<file path="src/rtl/cpu_ctrl_pkg.sv">
// Shared encodings for the multicycle CPU control path: FSM states, opcodes,
// ALUOp codes and the datapath mux select values.
package cpu_ctrl_pkg;

  typedef enum logic [3:0] {
    S_FETCH  = 4'd0,
    S_DECODE = 4'd1,
    S_MEMADR = 4'd2,
    S_MEMRD  = 4'd3,
    S_MEMWB  = 4'd4,
    S_MEMWR  = 4'd5,
    S_REXEC  = 4'd6,
    S_RWB    = 4'd7,
    S_BRANCH = 4'd8,
    S_ADDIEX = 4'd9,
    S_ADDIWB = 4'd10,
    S_JUMP   = 4'd11
  } state_e;

  localparam logic [5:0] OP_RTYPE = 6'b000000;
  localparam logic [5:0] OP_LW    = 6'b100011;
  localparam logic [5:0] OP_SW    = 6'b101011;
  localparam logic [5:0] OP_BEQ   = 6'b000100;
  localparam logic [5:0] OP_BNE   = 6'b000101;
  localparam logic [5:0] OP_ADDI  = 6'b001000;
  localparam logic [5:0] OP_J     = 6'b000010;

  localparam logic [1:0] ALUOP_FUNCT = 2'b00;
  localparam logic [1:0] ALUOP_ADD   = 2'b10;
  localparam logic [1:0] ALUOP_SUB   = 2'b01;

  localparam logic [1:0] SRCB_REGB    = 2'b00;
  localparam logic [1:0] SRCB_FOUR    = 2'b01;
  localparam logic [1:0] SRCB_IMM     = 2'b10;
  localparam logic [1:0] SRCB_IMM_SH2 = 2'b11;

  localparam logic [1:0] PCSRC_ALU    = 2'b00;
  localparam logic [1:0] PCSRC_ALUOUT = 2'b01;
  localparam logic [1:0] PCSRC_JUMP   = 2'b10;

endpackage

</file>
<file path="src/rtl/multicycle_control.sv">
// Main control FSM of the multicycle MIPS-subset CPU.
//
//   state  | meaning
//   FETCH  | read instruction at PC, PC <= PC+4 once mem_ready
//   DECODE | ALUOut <= branch target, dispatch on opcode
//   MEMADR | ALUOut <= regA + signext imm (lw/sw address)
//   MEMRD  | read data memory into MDR, wait for mem_ready
//   MEMWB  | rt <= MDR
//   MEMWR  | write regB to memory, wait for mem_ready
//   REXEC  | ALUOut <= regA op regB (funct-controlled)
//   RWB    | rd <= ALUOut
//   BRANCH | compare regA/regB, PC <= ALUOut if taken
//   ADDIEX | ALUOut <= regA + signext imm
//   ADDIWB | rt <= ALUOut
//   JUMP   | PC <= jump target
module multicycle_control
  import cpu_ctrl_pkg::*;
#(
  parameter state_e RESET_STATE = S_FETCH
) (
  input  logic       clk,
  input  logic       rst,
  input  logic [5:0] opcode,
  input  logic       zero,
  input  logic       mem_ready,
  output logic [1:0] alu_op,
  output logic       alu_src_a,
  output logic [1:0] alu_src_b,
  output logic [1:0] pc_src,
  output logic       pc_write,
  output logic       iord,
  output logic       mem_read,
  output logic       mem_write,
  output logic       ir_write,
  output logic       reg_dst,
  output logic       mem_to_reg,
  output logic       reg_write,
  output logic       illegal_op,
  output logic [3:0] state_o
);

  state_e state_q, state_d;

  // State register, returns to the reset state asynchronously.
  always_ff @(posedge clk or posedge rst) begin
    if (rst) state_q <= RESET_STATE;
    else     state_q <= state_d;
  end

  // Next-state selection; unknown encodings fall back to FETCH.
  always_comb begin
    state_d = S_FETCH;
    case (state_q)
      S_FETCH:  state_d = mem_ready ? S_DECODE : S_FETCH;
      S_DECODE: begin
        case (opcode)
          OP_LW, OP_SW:   state_d = S_MEMADR;
          OP_RTYPE:       state_d = S_REXEC;
          OP_BEQ, OP_BNE: state_d = S_BRANCH;
          OP_ADDI:        state_d = S_ADDIEX;
          OP_J:           state_d = S_JUMP;
          default:        state_d = S_FETCH;
        endcase
      end
      S_MEMADR: state_d = (opcode == OP_LW) ? S_MEMRD : S_MEMWR;
      S_MEMRD:  state_d = mem_ready ? S_MEMWB : S_MEMRD;
      S_MEMWB:  state_d = S_FETCH;
      S_MEMWR:  state_d = mem_ready ? S_FETCH : S_MEMWR;
      S_REXEC:  state_d = S_RWB;
      S_RWB:    state_d = S_FETCH;
      S_BRANCH: state_d = S_FETCH;
      S_ADDIEX: state_d = S_ADDIWB;
      S_ADDIWB: state_d = S_FETCH;
      S_JUMP:   state_d = S_FETCH;
      default:  state_d = S_FETCH;
    endcase
  end

  // Output decode. Gated by rst so no write strobe survives a reset
  // assertion, even though FETCH itself drives mem_read.
  always_comb begin
    alu_op     = ALUOP_FUNCT;
    alu_src_a  = 1'b0;
    alu_src_b  = SRCB_REGB;
    pc_src     = PCSRC_ALU;
    pc_write   = 1'b0;
    iord       = 1'b0;
    mem_read   = 1'b0;
    mem_write  = 1'b0;
    ir_write   = 1'b0;
    reg_dst    = 1'b0;
    mem_to_reg = 1'b0;
    reg_write  = 1'b0;
    illegal_op = 1'b0;
    if (!rst) begin
      case (state_q)
        S_FETCH: begin
          mem_read  = 1'b1;
          alu_src_b = SRCB_FOUR;
          alu_op    = ALUOP_ADD;
          ir_write  = mem_ready;
          pc_write  = mem_ready;
        end
        S_DECODE: begin
          alu_src_b = SRCB_IMM_SH2;
          alu_op    = ALUOP_ADD;
          case (opcode)
            OP_LW, OP_SW, OP_RTYPE, OP_BEQ, OP_BNE, OP_ADDI, OP_J: illegal_op = 1'b0;
            default: illegal_op = 1'b1;
          endcase
        end
        S_MEMADR, S_ADDIEX: begin
          alu_src_a = 1'b1;
          alu_src_b = SRCB_IMM;
          alu_op    = ALUOP_ADD;
        end
        S_MEMRD: begin
          mem_read = 1'b1;
          iord     = 1'b1;
        end
        S_MEMWB: begin
          reg_write  = 1'b1;
          mem_to_reg = 1'b1;
        end
        S_MEMWR: begin
          mem_write = 1'b1;
          iord      = 1'b1;
        end
        S_REXEC: begin
          alu_src_a = 1'b1;
          alu_src_b = SRCB_REGB;
          alu_op    = ALUOP_FUNCT;
        end
        S_RWB: begin
          reg_write = 1'b1;
          reg_dst   = 1'b1;
        end
        S_BRANCH: begin
          alu_src_a = 1'b1;
          alu_src_b = SRCB_REGB;
          alu_op    = ALUOP_SUB;
          pc_src    = PCSRC_ALUOUT;
          if (opcode == OP_BEQ)      pc_write = zero;
          else if (opcode == OP_BNE) pc_write = !zero;
        end
        S_ADDIWB: reg_write = 1'b1;
        S_JUMP: begin
          pc_src   = PCSRC_JUMP;
          pc_write = 1'b1;
        end
        default: ;
      endcase
    end
  end

  assign state_o = state_q;

endmodule

</file>
<file path="config.mk">
export PLATFORM = sky130hd
export DESIGN_NAME = multicycle_control
export DESIGN_NICKNAME = d
export VERILOG_FILES = /design/src/rtl/cpu_ctrl_pkg.sv /design/src/rtl/multicycle_control.sv
export SDC_FILE = /design/constraint.sdc
export NUM_CORES = 1
export LEC_CHECK = 0
export CORE_MARGIN = 2
export CORE_UTILIZATION = 39
export DETAILED_ROUTE_END_ITERATION = 10
export PLACE_DENSITY_LB_ADDON = 0.3
export SETUP_SLACK_MARGIN = 0.02
export SLEW_MARGIN = 20
export SYNTH_ARGS = -nofsm -noshare
export SYNTH_HDL_FRONTEND = slang
export SYNTH_SLANG_ARGS = --single-unit
</file>
<file path="constraint.sdc">
create_clock -name clk -period 2 [get_ports clk]
set_input_delay 0.5 -clock clk [delete_from_list [all_inputs] [get_ports clk]]
set_output_delay 0.5 -clock clk [all_outputs]
set_load 0.05 [all_outputs]
</file>
==> results.json, run 1 <==
{
  "outcome": "stopped before the end",
  "haltStage": "clock tree synthesis (4_1_cts)",
  "first-error": "[ERROR DPL-0033] detailed placement checks failed during check placement.",
  "synth_most_common_cell": "nor2_1",
  "start_util_pct": 40.92,
  "core.rowCount": 14,
  "htreeDepth": 1,
  "ys_warn_count": 0,
  "cts.sinks": 4,
  "root_buffer": "clkbuf_4",
  "synthFlopType": "dfrtp_1",
  "pin_count": 30,
  "placedCellCount": 146,
  "numCtsBuffers": 3,
  "syn-instance-count": 86,
  "place_ws_ns": -0.4267,
  "cts_resized": 55,
  "clockBufferDepth": 2,
  "port_buffers": 29,
  "synthTopCellsByArea": "dfrtp_1, nor3_1, nor2_1",
  "die_h_um": 43.53,
  "synth-edff-count": 0,
  "yosys.area.top_type": "dfrtp_1",
  "synth_cell_types": 39,
  "synth-seq-cells": 4,
  "postCtsSetupBuffers": 4,
  "synth_area_um2": 609.3,
  "avgSynthCellArea_um2": 7.085,
  "postCtsHoldBufs": 0,
  "synth_commonest_cells": "nor2_1, nor3_1, buf_2, nand2_1",
  "hpwlAfterDp_um": 2033,
  "async_flop_share_pct": 100.0,
  "dieWidth_um": 43.53,
  "syn-num-nets": 96,
  "yosysSeqAreaShare_pct": 16.43,
  "synth_top_area_share_pct": 16.43,
  "gp_congestion": 0.7839
}
logic make-up after synthesis:
| family | after synthesis | share of synthesized area, % |
|---|---|---|
| AOI/OAI and AO/OA | 19 | 23.41 |
| xor gates and xnor gates | 4 | 5.751 |
| buffers and inverters | 11 | 9.855 |
| DFF | 4 | 16.43 |
| and+or+nand+nor | 48 | 44.56 |
through the flow:
stage / cell area [um2] / utilization [%] / TNS [ns]
2_1_floorplan: 721.9 / - / -0.9294
3_3_place_gp: 1340 / 90.00 / -3.333
3_5_place_dp: 1340 / 90.00 / -4.236
==> inputs of run 2 (changes only) <==
--- a/config.mk
+++ b/config.mk
@@ -5,11 +5,10 @@
 export SDC_FILE = /design/constraint.sdc
 export NUM_CORES = 1
 export LEC_CHECK = 0
-export CORE_MARGIN = 2
-export CORE_UTILIZATION = 39
+export CORE_AREA = 2 2 63 65
 export DETAILED_ROUTE_END_ITERATION = 10
-export PLACE_DENSITY_LB_ADDON = 0.3
-export SETUP_SLACK_MARGIN = 0.02
+export DIE_AREA = 0 0 65 67
+export PLACE_DENSITY_LB_ADDON = 0.15
 export SLEW_MARGIN = 20
 export SYNTH_ARGS = -nofsm -noshare
 export SYNTH_HDL_FRONTEND = slang
==> results.json, run 2 <==
{
  "synth-edff-count": 0,
  "final_nets": 157,
  "dieWidth_um": 65,
  "grt_antenna_before_repair": 0,
  "placedCellCount": 181,
  "async_flop_share_pct": 100.0,
  "diodes": 0,
  "synth_commonest_cells": "nor2_1, nor3_1, buf_2, nand2_1",
  "synth_top_area_share_pct": 16.43,
  "irDropWorstVdd_v": 0.0002995,
  "port_buffers": 29,
  "core.rowCount": 22,
  "skew_ns": 0.003349,
  "place_ws_ns": -0.4523,
  "synthFlopType": "dfrtp_1",
  "hold_viol_final": 0,
  "vias": 895,
  "hold_class": "in -> async",
  "wire_per_inst_um": 12.60,
  "die_h_um": 67,
  "grt_pass1_wl_um": 4071,
  "htreeDepth": 1,
  "critPathCaptureType": "output port",
  "grt_max_degree": 22,
  "grt_pass1_vias": 877,
  "tns_ns": -0.07493,
  "synth_cell_types": 39,
  "outcome": "finished, violations left",
  "yosysSeqAreaShare_pct": 16.43,
  "dr.pass1.iters": 4,
  "postCtsHoldBufs": 0,
  "largest_register_ffs": 4,
  "ant_nets": 0,
  "yosys.area.top_type": "dfrtp_1",
  "fillerInstances": 343,
  "stdcell_count": 193,
  "synth-seq-cells": 4,
  "syn-num-nets": 96,
  "gp_congestion": 0.7655,
  "drt_iter0_drc": 21,
  "final_cell_mix": "buf_4, buf_12, nor2_2, buf_6",
  "insertion_delay_ns": 0.22,
  "cts.sinks": 4,
  "core_mm2": 0.003606,
  "fin_hold_ws_ns": 0.5329,
  "rsz0062_at_grt": "true",
  "multi_input_area_um2": 631.9,
  "period_share_pct": 103.7,
  "setup_slack_ns": -0.07493,
  "setup_viol": 1,
  "start_util_pct": 16.90,
  "slew_violations": 0,
  "start_kind": "register",
  "required_ns": 1.50,
  "power.total_mw": 1.377,
  "fmax_ghz": 0.4819,
  "cts_tree": "done",
  "worst_ep_arrival_time_ns": 1.57,
  "slowest_delay_ns": 0.53,
  "finalCriticalPeriod_ns": 2.075,
  "viasPerCell": 4.637,
  "avgSynthCellArea_um2": 7.085,
  "numCtsBuffers": 3,
  "leakagePower_nw": 0.6400,
  "hpwlAfterDp_um": 1812,
  "cp_max_fo": 2,
  "drt-total-wl_um": 2431,
  "path_cells": "or4b_4, a21boi_2, a41o_4, buf_12",
  "final_cell_area_mm2": 0.001587,
  "gr-total-overflow": 0,
  "placed_area_mm2": 0.001396,
  "cp_slowest_cell": "or4b_4",
  "path_class": "reg -> out",
  "syn_to_final_growth_pct": 160.4,
  "maxCapViolCount": 0,
  "root_buffer": "clkbuf_8",
  "dieArea_mm2": 0.004355,
  "drc": 0,
  "synth_area_um2": 609.3,
  "final_util_pct": 44.00,
  "drive_above_1_share_pct": 71.03,
  "clk_pin_slew_ns": 0.03,
  "syn-instance-count": 86,
  "power.density_mw_per_mm2": 867.9,
  "synthTopCellsByArea": "dfrtp_1, nor3_1, nor2_1",
  "tightestPinTransition_ns": 0.3440,
  "max_slew_margin_pct": 76.85,
  "grt_use_total_pct": 11.95,
  "pin_count": 30,
  "final_common_cell": "buf_4",
  "clockBufferDepth": 2,
  "synth_most_common_cell": "nor2_1",
  "violations": "negative setup slack",
  "ys_warn_count": 0,
  "seq_area_um2": 105.1
}
==> run 2: cell counts after synthesis <==
Identical to the previous run, type by type.
==> run 2: final timing paths <==
kind,depth (start not counted),endpoint,from,slack [ns]
max,4,pc_write,state_o[0],-0.07
min,4,state_o[2],rst,0.53
max reg2reg,5,state_o[2],state_o[0],0.53
min reg2reg,2,state_o[0],state_o[3],0.70
max in group asynchronous,4,state_o[1],rst,1.35
min in group clk,2,state_o[0],state_o[3],0.70
==> run 2: layer usage <==
layer / up-vias / global-route usage, % / wire length, um
li1: 441 / - / -
met1: 422 / 15.70 / 1088
met2: 28 / 19.85 / 1182
met3: 4 / 1.858 / 134
met4: 0 / 3.989 / 26
met5: - / 0 / 0
==> run 2: kinds of logic after synthesis <==
logic type	share of synthesized area, %
DFF	16.43
buffers and inverters	9.855
xor gates and xnor gates	5.751
and+or+nand+nor	44.56
AOI/OAI and AO/OA	23.41
==> run 2: area by class of cell <==
class | instances | area share [%]
well taps | 48 | 3.785
flip-flops and latches | 4 | 6.625
clock buffers | 3 | 2.603
repair buffers | 65 | 46.69
inverters | 2 | 0.4732
multi-input cells | 71 | 39.83
==> run 2: timing repair <==
action,in CTS,in global routing
pin swaps,7,2
setup endpoints to repair,14,12
resized for setup,45,6
buffers inserted,8,1
gates cloned,0,0
==> run 2: critical path, delay by kind of cell (launching register included) <==
kind / cells / cell delay [ns]
compound gates: 2 / 0.28
flops: 1 / 0.41
buf+inv: 1 / 0.13
simple gates: 1 / 0.53
==> run 2: report_power, final <==
part	switching [mW]	internal, mW
Clock	0.0413	0.128
Sequential	0.0219	0.103
Combinational	0.574	0.509
No activity file was read; power rests on OpenSTA's default activity.
==> inputs of run 3 (changes only) <==
--- a/config.mk
+++ b/config.mk
@@ -9,7 +9,6 @@
 export DETAILED_ROUTE_END_ITERATION = 10
 export DIE_AREA = 0 0 65 67
 export PLACE_DENSITY_LB_ADDON = 0.15
-export SLEW_MARGIN = 20
 export SYNTH_ARGS = -nofsm -noshare
 export SYNTH_HDL_FRONTEND = slang
 export SYNTH_SLANG_ARGS = --single-unit
==> results of run 3 <==
The final DEF is identical to that of run 2; final timing and power are the same.
==> inputs of run 4 (changes only) <==
--- a/config.mk
+++ b/config.mk
@@ -5,9 +5,10 @@
 export SDC_FILE = /design/constraint.sdc
 export NUM_CORES = 1
 export LEC_CHECK = 0
-export CORE_AREA = 2 2 63 65
+export ABC_CLOCK_PERIOD_IN_PS = 2000
+export CORE_AREA = 5 5 66 68
 export DETAILED_ROUTE_END_ITERATION = 10
-export DIE_AREA = 0 0 65 67
+export DIE_AREA = 0 0 71 73
 export PLACE_DENSITY_LB_ADDON = 0.15
 export SYNTH_ARGS = -nofsm -noshare
 export SYNTH_HDL_FRONTEND = slang
==> results.json, run 4 (synthesis gave the netlist of run 2 again) <==
{
  "outcome": "finished, violations left",
  "violations": "negative setup slack",
  "ant_nets": 0,
  "required_ns": 1.50,
  "pin_count": 30,
  "dr.pass1.iters": 4,
  "viasPerCell": 4.435,
  "grt_antenna_before_repair": 0,
  "syn_to_final_growth_pct": 164.1,
  "power.density_mw_per_mm2": 846.9,
  "critPathCaptureType": "output port",
  "r2r-start": "state_o[1]",
  "period_share_pct": 103.8,
  "drt_iter0_drc": 15,
  "max_slew_margin_pct": 82.38,
  "irDropWorstVdd_v": 0.0003100,
  "slew_violations": 0,
  "final_util_pct": 42.36,
  "gp_congestion": 0.7750,
  "skew_ns": 0.0008673,
  "cp-startpoint": "state_o[0]",
  "rr_endpoint": "state_o[2]",
  "vias": 856,
  "placed_area_mm2": 0.001399,
  "core.rowCount": 23,
  "r2r_cells": 4,
  "core_mm2": 0.003799,
  "final_cell_area_mm2": 0.001609,
  "drc": 0,
  "die_h_um": 73,
  "root_buffer": "clkbuf_8",
  "hold_viol_final": 0,
  "cp_max_fo": 2,
  "insertion_delay_ns": 0.21,
  "grt_pass1_wl_um": 4374,
  "clk_pin_slew_ns": 0.03,
  "wire_per_inst_um": 12.77,
  "gr-total-overflow": 0,
  "maxCapViolCount": 0,
  "final_common_cell": "buf_4",
  "drive_above_1_share_pct": 72.03,
  "dieWidth_um": 71,
  "dieArea_mm2": 0.005183,
  "cts.sinks": 4,
  "setup_slack_ns": -0.07605,
  "path_cells": "or4b_4, a21boi_4, a41o_4, buf_12",
  "leakagePower_nw": 0.6439,
  "htreeDepth": 1,
  "finalCriticalPeriod_ns": 2.076,
  "grt_max_degree": 22,
  "hold_class": "in -> async",
  "port_buffers": 29,
  "tightestPinTransition_ns": 0.2623,
  "diodes": 0,
  "fin_hold_ws_ns": 0.4590,
  "grt_use_total_pct": 10.33,
  "start_util_pct": 16.04,
  "hpwlAfterDp_um": 1837,
  "worst_ep_arrival_time_ns": 1.58,
  "crit_end": "pc_write",
  "path_class": "reg -> out",
  "start_kind": "register",
  "fmax_ghz": 0.4817,
  "numCtsBuffers": 3,
  "cts_tree": "done",
  "drt-total-wl_um": 2464,
  "cp_slowest_cell": "or4b_4",
  "setup_viol": 1,
  "largest_register_ffs": 4,
  "grt_pass1_vias": 923,
  "rsz0062_at_grt": "true",
  "slowest_delay_ns": 0.54,
  "final_cell_mix": "buf_4, buf_12, nor2_2, buf_6",
  "final_nets": 155,
  "ff2ff_setup_slack_ns": 0.57,
  "clockBufferDepth": 2
}
==> run 4: cell count changes in the layout (fill, tap and decap cells not counted), sizes merged <==
cell	previous run	this run
clkdlybuf4s15	1	3
buf	60	58
dlygate4sd2	2	0
==> run 4: how the worst min path moves through the flow <==
stage                            end        from  depth (start not counted)  slack [ns]
after floorplan           state_o[0]         rst                          2        0.48
after global placement    state_o[0]  state_o[3]                          2        0.62
after detailed placement  state_o[0]  state_o[3]                          2        0.62
after CTS                 state_o[3]         rst                          4        0.52
after global routing      state_o[3]         rst                          5        0.48
final                     state_o[3]         rst                          5        0.46
==> run 4: per-layer routing <==
layer | track usage, % | part of all wire, % | vias to the layer above
li1 | - | - | 438
met1 | 12.98 | 44 | 391
met2 | 18.02 | 51 | 25
met3 | 0.9642 | 4.2 | 2
met4 | 4.384 | 0.97 | 0
met5 | 0 | 0 | -
==> run 4: final cells by class <==
cell class / count / area (um2)
inverters: 2 / 10.01
clock buffers: 3 / 41.29
flip-flops and latches: 4 / 105.1
well taps: 50 / 62.56
multi-input cells: 71 / 661.9
fillers: 397 / 2190
repair buffers: 63 / 728.2
==> run 4: worst max-delay path, delay by kind of cell (launching register included) <==
| kind | cells | cell delay [ns] |
|---|---|---|
| AO/OA/AOI/OAI | 2 | 0.28 |
| buffers and inverters | 1 | 0.13 |
| AND/OR/NAND/NOR | 1 | 0.54 |
| flip-flops | 1 | 0.41 |
==> run 4: timing repair <==
action,CTS,global route
hold buffers,0,0
resized for setup,40,18
buffers inserted,6,1
pin swaps,6,7
endpoints found under the setup margin,14,13
==> run 4: per-stage QoR <==
stage	total power, mW	instances	setup TNS [ns]	worst slack [ns]
2_1_floorplan	0.6834	86	-0.8961	-0.3568
3_3_place_gp	1.117	183	-2.452	-0.4628
3_5_place_dp	1.117	183	-2.408	-0.4526
4_1_cts	1.337	192	-0.1034	-0.1034
5_1_grt	1.433	193	-0.1717	-0.1219
6_report	1.363	193	-0.07605	-0.07605
==> run 4: power by group <==
group	total [mW]	switching, mW	internal [mW]	leakage [nW]
sequential	0.127	0.0236	0.103	0.0475
combinational	1.07	0.574	0.496	0.575
clock	0.166	0.0377	0.128	0.0216
